**src/rtl/cross_bar_arbiter.sv**
```systemverilog
// Per-slave arbiter that pairs masters with slaves by address decode and
// drives the master/slave select fields consumed by cross_bar_mux.
module cross_bar_arbiter #(
    parameter int unsigned MASTER_N    = 4,
    parameter int unsigned SLAVE_N     = 4,
    parameter int unsigned ADDR_W      = 32,
    parameter int unsigned ARB_MODE    = 0,
    parameter int unsigned TIMEOUT_CYC = 256
) (
    input  logic                          clk,
    input  logic                          aresetn,
    input  logic [MASTER_N-1:0]           master_req,
    input  logic [MASTER_N*ADDR_W-1:0]    master_addr,
    input  logic [SLAVE_N-1:0]            slave_ack,
    output logic [MASTER_N*$clog2(SLAVE_N+1)-1:0] master_mux,
    output logic [SLAVE_N*$clog2(MASTER_N+1)-1:0] slave_mux,
    output logic [SLAVE_N-1:0]            timeout_err
);

    localparam int unsigned MW  = $clog2(MASTER_N + 1);
    localparam int unsigned SW  = $clog2(SLAVE_N + 1);
    localparam int unsigned DW  = $clog2(SLAVE_N);
    localparam int unsigned MIW = (MASTER_N > 1) ? $clog2(MASTER_N) : 1;
    localparam int unsigned CW  = (TIMEOUT_CYC > 1) ? $clog2(TIMEOUT_CYC) : 1;

    typedef enum logic [1:0] {
        S_IDLE    = 2'd0,
        S_GRANT   = 2'd1,
        S_RELEASE = 2'd2
    } state_e;

    state_e           state_q [SLAVE_N];
    logic [MIW-1:0]   owner_q [SLAVE_N];
    logic [MIW-1:0]   ptr_q   [SLAVE_N];
    logic [CW-1:0]    cnt_q   [SLAVE_N];

    logic [MASTER_N*SW-1:0] master_mux_q;
    logic [SLAVE_N*MW-1:0]  slave_mux_q;
    logic [SLAVE_N-1:0]     timeout_err_q;

    logic [MASTER_N-1:0] busy_c;
    logic [MASTER_N-1:0] cand_c  [SLAVE_N];
    logic [MIW-1:0]      win_c   [SLAVE_N];
    logic [SLAVE_N-1:0]  win_vld_c;
    logic                unused_addr_c;

    // Only the address MSBs take part in the decode.
    assign unused_addr_c = ^master_addr;

    // A master is busy while any slave holds it in GRANT or RELEASE.
    always_comb begin
        busy_c = '0;
        for (int s = 0; s < int'(SLAVE_N); s++) begin
            if (state_q[s] != S_IDLE) begin
                busy_c[owner_q[s]] = 1'b1;
            end
        end
    end

    // Candidate set and winner per slave (round-robin from ptr or lowest index).
    always_comb begin
        logic [MIW:0] idx;
        idx       = '0;
        win_vld_c = '0;
        for (int s = 0; s < int'(SLAVE_N); s++) begin
            win_c[s]  = '0;
            cand_c[s] = '0;
            for (int m = 0; m < int'(MASTER_N); m++) begin
                cand_c[s][m] = master_req[m] && !busy_c[m] &&
                    (master_addr[m*ADDR_W + ADDR_W - 1 -: DW] == DW'(s));
            end
            for (int k = 0; k < int'(MASTER_N); k++) begin
                if (ARB_MODE == 0) begin
                    idx = {1'b0, ptr_q[s]} + (MIW+1)'(k);
                    if (idx >= (MIW+1)'(MASTER_N)) begin
                        idx = idx - (MIW+1)'(MASTER_N);
                    end
                end else begin
                    idx = (MIW+1)'(k);
                end
                if (!win_vld_c[s] && cand_c[s][idx[MIW-1:0]]) begin
                    win_vld_c[s] = 1'b1;
                    win_c[s]     = idx[MIW-1:0];
                end
            end
        end
    end

    // Per-slave FSM with registered select and timeout outputs.
    always_ff @(posedge clk) begin
        if (!aresetn) begin
            master_mux_q  <= '0;
            slave_mux_q   <= '0;
            timeout_err_q <= '0;
            for (int s = 0; s < int'(SLAVE_N); s++) begin
                state_q[s] <= S_IDLE;
                owner_q[s] <= '0;
                ptr_q[s]   <= '0;
                cnt_q[s]   <= '0;
            end
        end else begin
            timeout_err_q <= '0;
            for (int s = 0; s < int'(SLAVE_N); s++) begin
                case (state_q[s])
                    S_IDLE: begin
                        if (win_vld_c[s]) begin
                            state_q[s] <= S_GRANT;
                            owner_q[s] <= win_c[s];
                            cnt_q[s]   <= '0;
                            slave_mux_q[s*MW +: MW]        <= MW'(win_c[s]) + MW'(1);
                            master_mux_q[win_c[s]*SW +: SW] <= SW'(s + 1);
                            if (ARB_MODE == 0) begin
                                ptr_q[s] <= (win_c[s] == MIW'(MASTER_N - 1)) ?
                                            '0 : win_c[s] + MIW'(1);
                            end
                        end
                    end
                    S_GRANT: begin
                        if (slave_ack[s]) begin
                            state_q[s] <= S_RELEASE;
                            slave_mux_q[s*MW +: MW]          <= '0;
                            master_mux_q[owner_q[s]*SW +: SW] <= '0;
                        end else if ((TIMEOUT_CYC > 0) &&
                                     (cnt_q[s] == CW'(TIMEOUT_CYC - 1))) begin
                            state_q[s]       <= S_RELEASE;
                            timeout_err_q[s] <= 1'b1;
                            slave_mux_q[s*MW +: MW]          <= '0;
                            master_mux_q[owner_q[s]*SW +: SW] <= '0;
                        end else begin
                            cnt_q[s] <= cnt_q[s] + CW'(1);
                        end
                    end
                    S_RELEASE: begin
                        // Wait for the finished master to drop req before re-arming.
                        if (!master_req[owner_q[s]]) begin
                            state_q[s] <= S_IDLE;
                        end
                    end
                    default: begin
                        state_q[s] <= S_IDLE;
                    end
                endcase
            end
        end
    end

    assign master_mux  = master_mux_q;
    assign slave_mux   = slave_mux_q;
    assign timeout_err = timeout_err_q;

endmodule
```
**config.mk**
```make
export PLATFORM = sky130hd
export DESIGN_NAME = cross_bar_arbiter
export DESIGN_NICKNAME = d
export VERILOG_FILES = /design/src/rtl/cross_bar_arbiter.sv
export SDC_FILE = /design/constraint.sdc
export NUM_CORES = 1
export LEC_CHECK = 0
export ABC_CLOCK_PERIOD_IN_PS = 7970
export CORE_ASPECT_RATIO = 1.2
export CORE_MARGIN = 2
export CORE_UTILIZATION = 29
export DETAILED_ROUTE_END_ITERATION = 10
export PLACE_DENSITY = 0.6
export REMOVE_ABC_BUFFERS = 1
export SLEW_MARGIN = 40
export SYNTH_ARGS = -nofsm -noshare
export SYNTH_HDL_FRONTEND = slang
export SYNTH_SLANG_ARGS = --single-unit
```
**constraint.sdc**
```tcl
create_clock -name clk -period 7.97 [get_ports clk]
set_clock_uncertainty 0.2 [all_clocks]
set_input_delay 2.391 -clock clk [delete_from_list [all_inputs] [get_ports clk]]
set_output_delay 2.391 -clock clk [all_outputs]
set_load 0.005 [all_outputs]
```
### Word level (Yosys, flattened, before mapping)

Memories as Yosys holds them, arrays and structs flattened.
Index checks and enable logic that the tools add are counted.

| operators by class | value |
|---|---|
| reductions and logical operators | 76 |
| bitwise logic cells | 39 |
| add/subtract/negate cells | 48 |
| multiply operators | 8 |
| $lt $le $gt $ge | 40 |
| equal/unequal tests | 36 |
| shift-type cells | 16 |
| divide/modulo/power cells | 0 |
| multiplexer cells | 284 |

Operators by type and width:

| operator | count |
|---|---|
| $neg A4 Y34 | 8 |
| $shift A3 B34 Y12 const A | 8 |
| $shiftx A3 B34 Y12 const A | 8 |
| $mux W12 | 15 |
| $mux W1 | 141 |
| $mux W2 | 64 |
| $bwmux W12 | 8 |
| $pmux W12 S2 | 4 |
| $mux W8 | 8 |
| $lt A2 B3 Y1 const B | 20 |
| $bmux W1 S2 | 20 |
| $ge A3 B3 Y1 const B | 12 |
| $logic_and A1 B1 Y1 | 36 |
| $mux W3 | 12 |
| $or A1 B1 Y1 | 36 |
| $add A8 B1 Y8 const B | 4 |
| $eq A2 B2 Y1 const B | 16 |
| $eq A8 B8 Y1 const B | 4 |
| $mul A2 B2 Y4 const B | 8 |
| $sub A2 B1 Y2 const B | 16 |
| $add A2 B1 Y3 const B | 8 |
| $add A2 B2 Y3 const B | 8 |
| $pmux W3 S2 | 4 |
| $eq A2 B1 Y1 const B | 8 |
| other kinds (13) | 71 |

| word-level totals | value |
|---|---|
| bits in latches | 0 |
| bits of input ports | 138 |
| memories | 4 |
| register bits | 28 |
| logic and storage cells | 557 |
| bits in writable memories | 56 |
| output and inout bits | 28 |
| ROM bits | 0 |

Memory list:

| name | depth | width | rd ports | clocked after Yosys merged registers in | write ports | RTL line | text |
|---|---|---|---|---|---|---|---|
| cnt_q | 4 | 8 | 4 | 0 | 4 | 35 | `logic [CW-1:0] cnt_q [SLAVE_N];` |
| owner_q | 4 | 2 | 4 | 0 | 4 | 33 | `logic [MIW-1:0] owner_q [SLAVE_N];` |
| ptr_q | 4 | 2 | 4 | 0 | 4 | 34 | `logic [MIW-1:0] ptr_q [SLAVE_N];` |
| state_q | 4 | 2 | 4 | 0 | 4 | 32 | `state_e state_q [SLAVE_N];` |

### Longest topological paths before layout

| logic depth | value |
|---|---|
| word-level depth | 47 |
| mapped depth | 12 |
| gate-level depth less buffers | 11 |

### Least setup slack after synthesis

Ideal clock, no wire load.

| timing | value |
|---|---|
| kind | input -> register |
| start point | input master_req[1] |
| end point | register master_mux_q[9] (netlist: master_mux[9]) |
| path buffers | 1 |
| setup slack | 3074 ps |
| data required time | 7684 ps |
| setup time | 86 ps |
| data arrival time | 4609 ps |
| stages on the path | 10 |
| cells stage by stage | o221ai_2 -> or4_1 -> buf_2 -> a221oi_1 -> and3_1 -> ha_1 -> nand2_1 -> a41o_1 -> a221o_1 -> a221oi_2 |

RTL lines:

| item | RTL line | text |
|---|---|---|
| start: declaration | 12 | `input logic [MASTER_N-1:0] master_req,` |
| end signal: indexed assignment | 111 | `master_mux_q[win_c[s]*SW +: SW] <= SW'(s + 1);` |
| end: declaration | 37 | `logic [MASTER_N*SW-1:0] master_mux_q;` |

==> impl_metrics.tcl <==
set metrics [dict create \
    post-route-period-util_pct 71.51 \
    power_density_over_the_cells_nw_per_um2 218.0 \
    clock_tree.root_cell "clkbuf_16" \
    die_height_microns 150.3 \
    setup-violations-final 0 \
    timing.slew.headroom_pct 44.99 \
    detail_route.first_pass.iterations 6 \
    fillerInstances 1815 \
    synth.top_cells.by_area "edfxtp_1 (33%), dfxtp_1 (11%), ha_1 (5.1%)" \
    setup.worst_path.start_class "primary input" \
    fin_setup_tns_ns 0 \
    grt_first_pass_wirelength_microns 21390 \
    cts.htree.levels 3 \
    cts_hold_buf 0 \
    detail_route.drc_violations 0 \
    seq_area_sq_um 2242 \
    drv_cap 0 \
    drt_first_iter_violations 296 \
    final_layout_size_suffix_gt1_share_pct 10.30 \
    finalHoldViolations 0 \
    insertion_delay_ns 0.35 \
    min_path_cells 2 \
    postSynthCellCount 526 \
    area_growth_syn_to_layout_pct 18.10 \
    synth_largest_area_cell "edfxtp_1" \
    worstMarginPinSlew_ns 0.8176 \
    synth_seq_area_share_pct 43.36 \
    setup_repair_after_global_routing_missed_its_margin "false" \
    num_antenna_cells 0 \
    antenna_found_initial 0 \
    routed_wire_length_per_instance_microns 16.58 \
    cp_max_fo 7 \
    layout_commonest_cell "edfxtp_1" \
    routed-via-count 4139 \
    cts_buffers 9 \
    synth_enable_flop_cells 56 \
    dieWidth_microns 125.9 \
    async_reset_ff_share_pct 0 \
    type_of_the_worst_setup_path "in -> reg" \
    synth.top_cell.area_share_pct 32.52 \
    post-cts-setup-buffers 0 \
    place.port_buffers 45 \
    globalplace.congestion 0.8995 \
    core_region_area_sq_um 17510 \
    run_status "complete, no violations" \
    period_minus_slack_ns 5.700 \
    hpwl_microns 10150 \
    rows 53 \
    finalWorstSetupSlack_ns 2.270 \
    hold_path.class "reg -> reg" \
    multiInputGateArea_sq_um 2723 \
    clock.fmax_ghz 0.1755 \
    viasPerCell 5.219 \
    reg2reg_slack_ns 4.01 \
    clockBufferDepth 2 \
    final.hold.worst_slack_ns 0.2727 \
    finish.net_count 728 \
    cts-resized-gates 0 \
    maximum_number_of_pins_on_one_net_before_global_route_repair 18 \
    max-vdd-ir-drop_mv 0.1024 \
    dominantRegCellSynth "edfxtp_1" \
    grt_overflow 0 \
    avgSynthCellArea_sq_um 9.831 \
    tritoncts_sink_count 84 \
    ys.warnings.count 0 \
    drtAntennaViolNets 0 \
    cp-end-kind "register" \
    count_of_boundary_i_o_pins 166 \
    post-layout-total-power_w 0.001332 \
    detailedPlace.worstSlack_ns 2.014 \
    synth.distinct_cells 77 \
    timing.critical_path.arrival_ns 5.76 \
    clk_transition_reported_paths_ns 0.06 \
    leakage_nw 2.136 \
    initial_core_utilization_pct 29.54 \
    layout_common_cells "edfxtp_1 (56), nor2_1 (54), clkdlybuf4s50_1 (45), nand2_1 (44), inv_1 (34)" \
    synth_seq_cells 84 \
    postRouteWirelength_microns 13150 \
    worst-r2r-cell-count 10 \
    area_enclosed_by_the_die_boundary_sq_um 18920 \
    netlist_area_before_placement_sq_um 5171 \
    grt_pass1_vias 4185 \
    groute.usage.overall_pct 14.46 \
    tritoncts "yes" \
    crit_required_ns 8.03 \
    report.final.slew_viol_count 0 \
]
## synth_stat cells, types with 9 or more instances
cell type,n
edfxtp_1,56
nor2_1,54
nand2_1,44
inv_1,34
nand3_1,30
dfxtp_1,28
ha_1,21
a21oi_1,20
nor3_1,15
o21ai_0,13
xor2_1,12
xnor2_1,11
nand2b_1,10
o22ai_1,10
clkbuf_1,9
## path summary, 6_finish.rpt
path | from | endpoint
hold reg to reg | slave_mux[2] | slave_mux[2]
hold / removal | slave_mux[2] | slave_mux[2]
setup reg to reg | state_q[0][1] | master_mux[9]
setup / recovery | master_req[1] | master_mux[9]
## state kept, by name, summed over array words and instances, names as in the netlist
| name | cells |
|---|---|
| cnt_q | 32 |
| master_mux | 12 |
| owner_q | 8 |
| ptr_q | 8 |
| slave_mux | 12 |
| state_q | 8 |
| timeout_err | 4 |
## layer usage
metal,GRT usage (%),routed length (microns)
met2,24.06,6304
met5,0,0
met3,3.838,629
met4,6.703,476
met1,17.51,5739
## area by class of cell
class                      instances  share of cell area [%]
timing repair buffer              47                   7.621
multi-input combinational        391                   44.58
clock buffer                      10                   3.749
tap                              220                   4.507
clock inverter                     5                  0.6146
inverter                          36                   2.213
sequential                        84                   36.71
## per-stage QoR
stage | std cells | area [sq um] | utilization, %
after floorplan | 511 | 5094 | -
after detailed placement | 778 | 5834 | 33.33
after global placement | 778 | 5834 | 33.33
after global routing | 793 | 6107 | 34.88
after CTS | 793 | 6101 | 34.85
final | 793 | 6107 | 34.88
## worst max-delay path, stage by stage
cell             delay (ns)
clkdlybuf4s50_1        0.59
o221ai_2               0.20
or4_1                  0.65
a221oi_1               0.37
and3_1                 0.32
ha_1                   0.23
nand2_1                0.07
a41o_1                 0.34
a221o_1                0.36
a221oi_2               0.24
## power by group
part	internal [W]	total [W]	switching, W
clock	0.000210	0.000386	0.000175
combinational	0.000140	0.000349	0.000209
sequential	0.000539	0.000597	0.0000581
## cell families after synthesis
family / Yosys count / share of synthesized area (%)
buf+inv: 51 / 4.113
xor+xnor: 23 / 3.895
mux: 7 / 2.444
fa+ha+maj: 21 / 5.081
compound gates: 103 / 16.48
flops: 84 / 43.36
simple gates: 237 / 24.63
Power figures use the tool's default switching activity.
